[src/rtl/otn_tx_frame_sched_if.sv]
// ---------------------------------------------------------------------------
// otn_tx_frame_sched_if
//
// Bundles the scheduler's data-path signals: the overhead lookup port, the
// payload stream handshake and the line-side output with its position
// qualifiers. Clock and reset are kept as plain ports on the scheduler.
//
// Signals:
//   i_enable            start/continue framing (sampled at frame boundary)
//   i_line_retrans_req  downstream hold request
//   o_oh_row, o_oh_col  position of the overhead byte being requested
//   i_oh_data           overhead byte for o_oh_row/o_oh_col, same cycle
//   i_pl_data           payload byte
//   i_pl_valid          payload byte available
//   o_pl_ready          scheduler takes the payload byte this cycle
//   o_data, o_valid     registered line byte and its qualifier
//   o_row_cnt           row of the byte on o_data
//   o_col_cnt           column of the byte on o_data
//   o_sof               marks the row 0 / column 0 byte
//   o_stall_cnt         saturating count of payload-underrun cycles
//
// Modports:
//   master  scheduler side (drives the o_* signals)
//   slave   environment side (drives the i_* signals)
// ---------------------------------------------------------------------------
interface otn_tx_frame_sched_if;
    logic        i_enable;
    logic        i_line_retrans_req;
    logic [1:0]  o_oh_row;
    logic [3:0]  o_oh_col;
    logic [7:0]  i_oh_data;
    logic [7:0]  i_pl_data;
    logic        i_pl_valid;
    logic        o_pl_ready;
    logic [7:0]  o_data;
    logic        o_valid;
    logic [1:0]  o_row_cnt;
    logic [10:0] o_col_cnt;
    logic        o_sof;
    logic [15:0] o_stall_cnt;

    modport master (
        input  i_enable,
        input  i_line_retrans_req,
        output o_oh_row,
        output o_oh_col,
        input  i_oh_data,
        input  i_pl_data,
        input  i_pl_valid,
        output o_pl_ready,
        output o_data,
        output o_valid,
        output o_row_cnt,
        output o_col_cnt,
        output o_sof,
        output o_stall_cnt
    );

    modport slave (
        output i_enable,
        output i_line_retrans_req,
        input  o_oh_row,
        input  o_oh_col,
        output i_oh_data,
        output i_pl_data,
        output i_pl_valid,
        input  o_pl_ready,
        input  o_data,
        input  o_valid,
        input  o_row_cnt,
        input  o_col_cnt,
        input  o_sof,
        input  o_stall_cnt
    );
endinterface

[src/rtl/otn_tx_frame_sched.sv]
// ---------------------------------------------------------------------------
// otn_tx_frame_sched
//
// Transmit-side scheduler for a NUM_ROWS x ROW_COLS line frame. For every
// column it picks the byte source: overhead lookup (columns 0..OH_COLS-1),
// payload stream (columns OH_COLS..ROW_COLS-2) or the row parity byte
// (column ROW_COLS-1, XOR of all payload bytes of the row). The frame
// position only moves when a byte is actually emitted, so payload underrun
// and downstream retransmission requests stall the frame in place.
//
// Ports:
//   i_clk  clock
//   i_rst  synchronous, active-high reset
//   bus    otn_tx_frame_sched_if.master (overhead port, payload handshake,
//          registered line output, position qualifiers, stall counter)
//
// Timing: the byte selected in cycle N appears on o_data/o_valid with its
// row/column in cycle N+1. o_oh_row/o_oh_col and o_pl_ready are
// combinational from the current state and position.
// ---------------------------------------------------------------------------
module otn_tx_frame_sched #(
    parameter int OH_COLS  = 16,
    parameter int ROW_COLS = 1041,
    parameter int NUM_ROWS = 4
) (
    input logic                   i_clk,
    input logic                   i_rst,
    otn_tx_frame_sched_if.master  bus
);

    localparam logic [10:0] LAST_OH_COL = 11'(OH_COLS - 1);
    localparam logic [10:0] LAST_PL_COL = 11'(ROW_COLS - 2);
    localparam logic [10:0] PARITY_COL  = 11'(ROW_COLS - 1);
    localparam logic [1:0]  LAST_ROW    = 2'(NUM_ROWS - 1);

    typedef enum logic [1:0] {
        IDLE,
        OH,
        PAYLOAD,
        PARITY
    } state_t;

    state_t      state;
    logic [1:0]  row_pos;
    logic [10:0] col_pos;
    logic [7:0]  parity_acc;

    logic [7:0]  data_q;
    logic        valid_q;
    logic [1:0]  row_q;
    logic [10:0] col_q;
    logic        sof_q;
    logic [15:0] stall_q;

    logic        hold;
    logic        pl_accept;

    // Retransmission freezes everything except the IDLE->OH start decision.
    assign hold      = bus.i_line_retrans_req;
    assign pl_accept = bus.i_pl_valid && bus.o_pl_ready;

    // The overhead generator is addressed with the next position to be sent.
    assign bus.o_oh_row   = row_pos;
    assign bus.o_oh_col   = col_pos[3:0];
    assign bus.o_pl_ready = (state == PAYLOAD) && !hold;

    assign bus.o_data      = data_q;
    assign bus.o_valid     = valid_q;
    assign bus.o_row_cnt   = row_q;
    assign bus.o_col_cnt   = col_q;
    assign bus.o_sof       = sof_q;
    assign bus.o_stall_cnt = stall_q;

    // Frame FSM plus all registered outputs. valid/sof default low each
    // cycle; position and data registers keep the last emitted values so
    // the downstream counter can hold while o_valid is low.
    always_ff @(posedge i_clk) begin
        if (i_rst) begin
            state      <= IDLE;
            row_pos    <= '0;
            col_pos    <= '0;
            parity_acc <= '0;
            data_q     <= '0;
            valid_q    <= 1'b0;
            row_q      <= '0;
            col_q      <= '0;
            sof_q      <= 1'b0;
            stall_q    <= '0;
        end else begin
            valid_q <= 1'b0;
            sof_q   <= 1'b0;
            case (state)
                IDLE: begin
                    if (bus.i_enable) begin
                        state      <= OH;
                        row_pos    <= '0;
                        col_pos    <= '0;
                        parity_acc <= '0;
                    end
                end

                OH: begin
                    if (!hold) begin
                        data_q  <= bus.i_oh_data;
                        valid_q <= 1'b1;
                        row_q   <= row_pos;
                        col_q   <= col_pos;
                        sof_q   <= (row_pos == 2'd0) && (col_pos == 11'd0);
                        col_pos <= col_pos + 11'd1;
                        if (col_pos == LAST_OH_COL) begin
                            state <= PAYLOAD;
                        end
                    end
                end

                PAYLOAD: begin
                    if (pl_accept) begin
                        data_q     <= bus.i_pl_data;
                        valid_q    <= 1'b1;
                        row_q      <= row_pos;
                        col_q      <= col_pos;
                        parity_acc <= parity_acc ^ bus.i_pl_data;
                        col_pos    <= col_pos + 11'd1;
                        if (col_pos == LAST_PL_COL) begin
                            state <= PARITY;
                        end
                    end else if (!hold && (stall_q != 16'hFFFF)) begin
                        // Underrun only counts when retrans is not already holding us.
                        stall_q <= stall_q + 16'd1;
                    end
                end

                PARITY: begin
                    if (!hold) begin
                        // The accumulator already includes the last payload byte,
                        // so it is the full-row XOR; clear it for the next row.
                        data_q     <= parity_acc;
                        valid_q    <= 1'b1;
                        row_q      <= row_pos;
                        col_q      <= PARITY_COL;
                        parity_acc <= '0;
                        col_pos    <= '0;
                        if (row_pos == LAST_ROW) begin
                            row_pos <= '0;
                            state   <= bus.i_enable ? OH : IDLE;
                        end else begin
                            row_pos <= row_pos + 2'd1;
                            state   <= OH;
                        end
                    end
                end

                default: begin
                    state <= IDLE;
                end
            endcase
        end
    end

endmodule

[src/flat_wrapper.sv]
// flat-port wrapper written by rule: the top's interface ports become plain ports
module otn_tx_frame_sched_flat 
#(
    parameter int OH_COLS  = 16,
    parameter int ROW_COLS = 1041,
    parameter int NUM_ROWS = 4
)
  (i_clk, i_rst, bus_i_enable, bus_i_line_retrans_req, bus_o_oh_row, bus_o_oh_col, bus_i_oh_data, bus_i_pl_data, bus_i_pl_valid, bus_o_pl_ready, bus_o_data, bus_o_valid, bus_o_row_cnt, bus_o_col_cnt, bus_o_sof, bus_o_stall_cnt);
  otn_tx_frame_sched_if bus_i ();
  input logic i_clk;
  input logic i_rst;
  input wire logic [$bits(bus_i.i_enable)-1:0] bus_i_enable;
  input wire logic [$bits(bus_i.i_line_retrans_req)-1:0] bus_i_line_retrans_req;
  output wire logic [$bits(bus_i.o_oh_row)-1:0] bus_o_oh_row;
  output wire logic [$bits(bus_i.o_oh_col)-1:0] bus_o_oh_col;
  input wire logic [$bits(bus_i.i_oh_data)-1:0] bus_i_oh_data;
  input wire logic [$bits(bus_i.i_pl_data)-1:0] bus_i_pl_data;
  input wire logic [$bits(bus_i.i_pl_valid)-1:0] bus_i_pl_valid;
  output wire logic [$bits(bus_i.o_pl_ready)-1:0] bus_o_pl_ready;
  output wire logic [$bits(bus_i.o_data)-1:0] bus_o_data;
  output wire logic [$bits(bus_i.o_valid)-1:0] bus_o_valid;
  output wire logic [$bits(bus_i.o_row_cnt)-1:0] bus_o_row_cnt;
  output wire logic [$bits(bus_i.o_col_cnt)-1:0] bus_o_col_cnt;
  output wire logic [$bits(bus_i.o_sof)-1:0] bus_o_sof;
  output wire logic [$bits(bus_i.o_stall_cnt)-1:0] bus_o_stall_cnt;
  assign bus_i.i_enable = bus_i_enable;
  assign bus_i.i_line_retrans_req = bus_i_line_retrans_req;
  assign bus_o_oh_row = bus_i.o_oh_row;
  assign bus_o_oh_col = bus_i.o_oh_col;
  assign bus_i.i_oh_data = bus_i_oh_data;
  assign bus_i.i_pl_data = bus_i_pl_data;
  assign bus_i.i_pl_valid = bus_i_pl_valid;
  assign bus_o_pl_ready = bus_i.o_pl_ready;
  assign bus_o_data = bus_i.o_data;
  assign bus_o_valid = bus_i.o_valid;
  assign bus_o_row_cnt = bus_i.o_row_cnt;
  assign bus_o_col_cnt = bus_i.o_col_cnt;
  assign bus_o_sof = bus_i.o_sof;
  assign bus_o_stall_cnt = bus_i.o_stall_cnt;
  otn_tx_frame_sched #(.OH_COLS(OH_COLS), .ROW_COLS(ROW_COLS), .NUM_ROWS(NUM_ROWS)) u_core (.i_clk(i_clk), .i_rst(i_rst), .bus(bus_i));
endmodule
[config.mk]
export PLATFORM = sky130hd
export DESIGN_NAME = otn_tx_frame_sched_flat
export DESIGN_NICKNAME = d
export VERILOG_FILES = /design/src/rtl/otn_tx_frame_sched_if.sv /design/src/rtl/otn_tx_frame_sched.sv /design/src/flat_wrapper.sv
export SDC_FILE = /design/constraint.sdc
export NUM_CORES = 1
export LEC_CHECK = 0
export ABC_AREA = 1
export ABC_CLOCK_PERIOD_IN_PS = 2300
export CELL_PAD_IN_SITES_DETAIL_PLACEMENT = 2
export CELL_PAD_IN_SITES_GLOBAL_PLACEMENT = 2
export CORE_ASPECT_RATIO = 0.6
export CORE_MARGIN = 1
export CORE_UTILIZATION = 28
export DETAILED_ROUTE_END_ITERATION = 7
export PLACE_DENSITY_LB_ADDON = 0.1
export SETUP_SLACK_MARGIN = 0.2
export SYNTH_ARGS = -nofsm -noshare
export SYNTH_HDL_FRONTEND = slang
export SYNTH_SLANG_ARGS = --single-unit
export TNS_END_PERCENT = 1
[constraint.sdc]
create_clock -name i_clk -period 2.3 [get_ports i_clk]
set_input_delay 0.575 -clock i_clk [delete_from_list [all_inputs] [get_ports i_clk]]
set_output_delay 0.575 -clock i_clk [all_outputs]
set_load 0.01 [all_outputs]
==> results.sh <==
export IMPL_grt_pass1_wl_um=19050
export IMPL_viasPerCell=4.798
export IMPL_worstPathArrival_ns=1.44
export IMPL_p_leak_nw=1.690
export IMPL_vias=3402
export IMPL_worst_slack_ns=0.2824
export IMPL_postPlaceCellArea_sq_um=4115
export IMPL_antenna_found_initial=0
export IMPL_ys_seq_area_frac=0.3818
export IMPL_power_density_nw_per_um2=1055
export IMPL_cts_root_buf="clkbuf_16"
export IMPL_yosysTopAreaCell="dfxtp_1"
export IMPL_slew_violations=0
export IMPL_cts_made_buffers=9
export IMPL_die_area_sq_um=12060
export IMPL_gp_congestion=0.7875
export IMPL_dpl_cell_count=691
export IMPL_syn_avg_cell_area_sq_um=6.916
export IMPL_slowest_stage="dfxtp_1"
export IMPL_post_route_period_util=0.8772
export IMPL_pre_cts_ws_ns=-0.008797
export IMPL_synth_async_reset_ratio=0
export IMPL_min_path_type="reg2reg"
export IMPL_ys_ff_latch=62
export IMPL_ir_drop_uv=471.3
export IMPL_worst_slew_pin_slew_ns=0.3957
export IMPL_antenna_cells=0
export IMPL_fin_hold_ws_ns=0.4495
export IMPL_setup_violations_final=0
export IMPL_clock_path_buffers=2
export IMPL_insertion_delay_ns=0.34
export IMPL_cts_tree="built"
export IMPL_routed_wl_um=11940
export IMPL_ys_warn_count=0
export IMPL_die_h_um=85.46
export IMPL_slowest_delay_ns=0.41
export IMPL_core_rowCount=30
export IMPL_synth_cells=470
export IMPL_fin_nets=575
export IMPL_route_detailed_drc=0
export IMPL_synthFlopType="dfxtp_1"
export IMPL_fmax_mhz=495.6
export IMPL_grt_overflow_total=0
export IMPL_hold_path_depth=2
export IMPL_io_pins=67
export IMPL_grt_use_total=0.2104
export IMPL_synth_top_area_share=0.3818
export IMPL_timing_rr_end="u_core.col_pos[7]"
export IMPL_final_cell_count_no_fill=709
export IMPL_grt_pass1_vias=3494
export IMPL_die_w_um=141.1
export IMPL_path_class="reg2out"
export IMPL_numClockSinks=62
export IMPL_start_util=0.2877
export IMPL_ant_nets=0
export IMPL_required_ns=1.73
export IMPL_reg2regPathDepth=10
export IMPL_path_max_fanout=5
export IMPL_syn_area_sq_um=3251
export IMPL_ctsHoldBuffers=0
export IMPL_min_period_ns=2.018
export IMPL_fin_area_sq_um=4449
export IMPL_cp_buffers_inverters=3
export IMPL_grt_setup_unrepaired="yes"
export IMPL_power_mw=4.696
export IMPL_io_buffers=66
export IMPL_yosysMostFrequentCell="nand2_1"
export IMPL_r2r_start="u_core.state[1]"
export IMPL_dr_pass1_iters=4
export IMPL_synth_edf_count=0
export IMPL_skew_ns=0.007409
export IMPL_syn_nets=501
export IMPL_synthTopCellsByCount="nand2_1, dfxtp_1, inv_1, nor2_1, a21oi_1"
export IMPL_critPathTopFamily="buffers and inverters"
export IMPL_cp_cell_sequence="inv_2, ha_1, inv_1, nor2_2, clkdlybuf4s15_2"
export IMPL_crit_path_end_kind="output pin"
export IMPL_path_clk_slew_ns=0.05
export IMPL_drive_gt1_frac=0.09472
export IMPL_core_area_sq_um=11300
export IMPL_setup_tns_ns=0
export IMPL_reg2reg_slack_ns=0.32
export IMPL_cp_num_cells=5
export IMPL_hpwlAfterDp_um=8959
export IMPL_start_kind="flip-flop"
export IMPL_max_slew_margin_rel=0.7352
export IMPL_htree_levels=3
export IMPL_endpoint="bus_o_pl_ready"
export IMPL_cp_startpoint="u_core.state[0]"
export IMPL_drv_cap=0
export IMPL_synth_cell_types=33
export IMPL_syn_to_final_growth_pct=36.87
export IMPL_status="completed"
export IMPL_drt_iter0_markers=122
export IMPL_fin_util=0.3938
export IMPL_hold_viol=0
export IMPL_synth_top_cells_by_area="dfxtp_1, nand2_1, a21oi_1"
export IMPL_grt_max_degree=39
export IMPL_route_detailed_wl_per_inst_um=16.84
==> logic make-up (layout without fill, tap and decap cells) <==
| family | Yosys count | count (layout) | share of synthesized area |
|---|---|---|---|
| compound gates | 85 | 85 | 0.1413 |
| xor+xnor | 6 | 6 | 0.01617 |
| fa+ha+maj | 10 | 10 | 0.03849 |
| buf+inv | 76 | 155 | 0.1032 |
| flops | 62 | 62 | 0.3818 |
| simple gates | 231 | 231 | 0.3191 |
==> layer usage <==
layer,track usage,vias up,share of wire
li1,-,1679,-
met4,0.05632,0,0.010
met3,0.04120,11,0.035
met1,0.3233,1654,0.56
met2,0.2912,58,0.40
met5,0,-,0
==> cells in the final DEF (no fill, tap or decap), types with 3 or more instances in the layout <==
master | synthesis | layout
a22oi_1 | 6 | 6
dfxtp_1 | 62 | 62
nor3_1 | 15 | 15
nand3_1 | 28 | 28
o21ai_1 | 6 | 6
inv_1 | 50 | 49
and2_1 | 3 | 3
xor2_1 | 3 | 3
nand3b_1 | 12 | 12
ha_1 | 10 | 10
inv_2 | 4 | 5
clkbuf_16 | 0 | 9
nand2_1 | 105 | 105
nand4_1 | 10 | 10
o22ai_1 | 3 | 3
xnor2_1 | 3 | 3
buf_4 | 9 | 16
clkbuf_8 | 0 | 5
a21oi_1 | 46 | 46
nor2_1 | 49 | 48
o21ai_0 | 19 | 19
clkdlybuf4s50_1 | 0 | 65
==> layout make-up <==
cell class                 count  area (sq um)
sequential                    62          1241
multi-input combinational    332          1682
tap                          160         200.2
timing repair buffer          83         802.0
fill                        1307          6849
clock inverter                 2         12.51
inverter                      56         217.7
clock buffer                  14         294.0
==> worst min-delay path, stage by stage, from the launching register on <==
cell and delay (ns):
dfxtp_1 0.30, inv_1 0.05, a21oi_1 0.05
==> state kept, by name, summed over array words and instances (netlist names) <==
name	cells
u_core.parity_acc	8
u_core.bus.o_col_cnt	11
u_core.bus.o_sof	1
u_core.col_pos	11
u_core.bus.o_row_cnt	2
u_core.bus.o_data	8
u_core.bus.o_valid	1
u_core.bus.o_oh_row	2
u_core.bus.o_stall_cnt	16
u_core.state	2
==> timing repair <==
item	CTS	global route
setup buffers	0	2
endpoints found under the hold margin	0	0
resized for setup	4	4
cloned	0	0
endpoints found under the setup margin	1	10
==> how the worst min path moves through the flow <==
stage	startpoint	end	slack, ns
2_1_floorplan	u_core.parity_acc[1]	u_core.parity_acc[1]	0.44
3_3_place_gp	u_core.bus.o_data[3]	u_core.bus.o_data[3]	0.44
3_5_place_dp	u_core.bus.o_data[1]	u_core.bus.o_data[1]	0.44
4_1_cts	u_core.bus.o_data[1]	u_core.bus.o_data[1]	0.45
5_1_grt	u_core.bus.o_data[1]	u_core.bus.o_data[1]	0.47
6_report	u_core.bus.o_data[1]	u_core.bus.o_data[1]	0.45
==> where the power goes <==
part	switching [mW]	internal, mW	total [mW]	leakage, nW
clock	0.498	0.875	1.37	0.151
combinational	1.17	0.786	1.95	1.04
sequential	0.129	1.24	1.37	0.503
No activity file was read; power rests on OpenSTA's default activity.
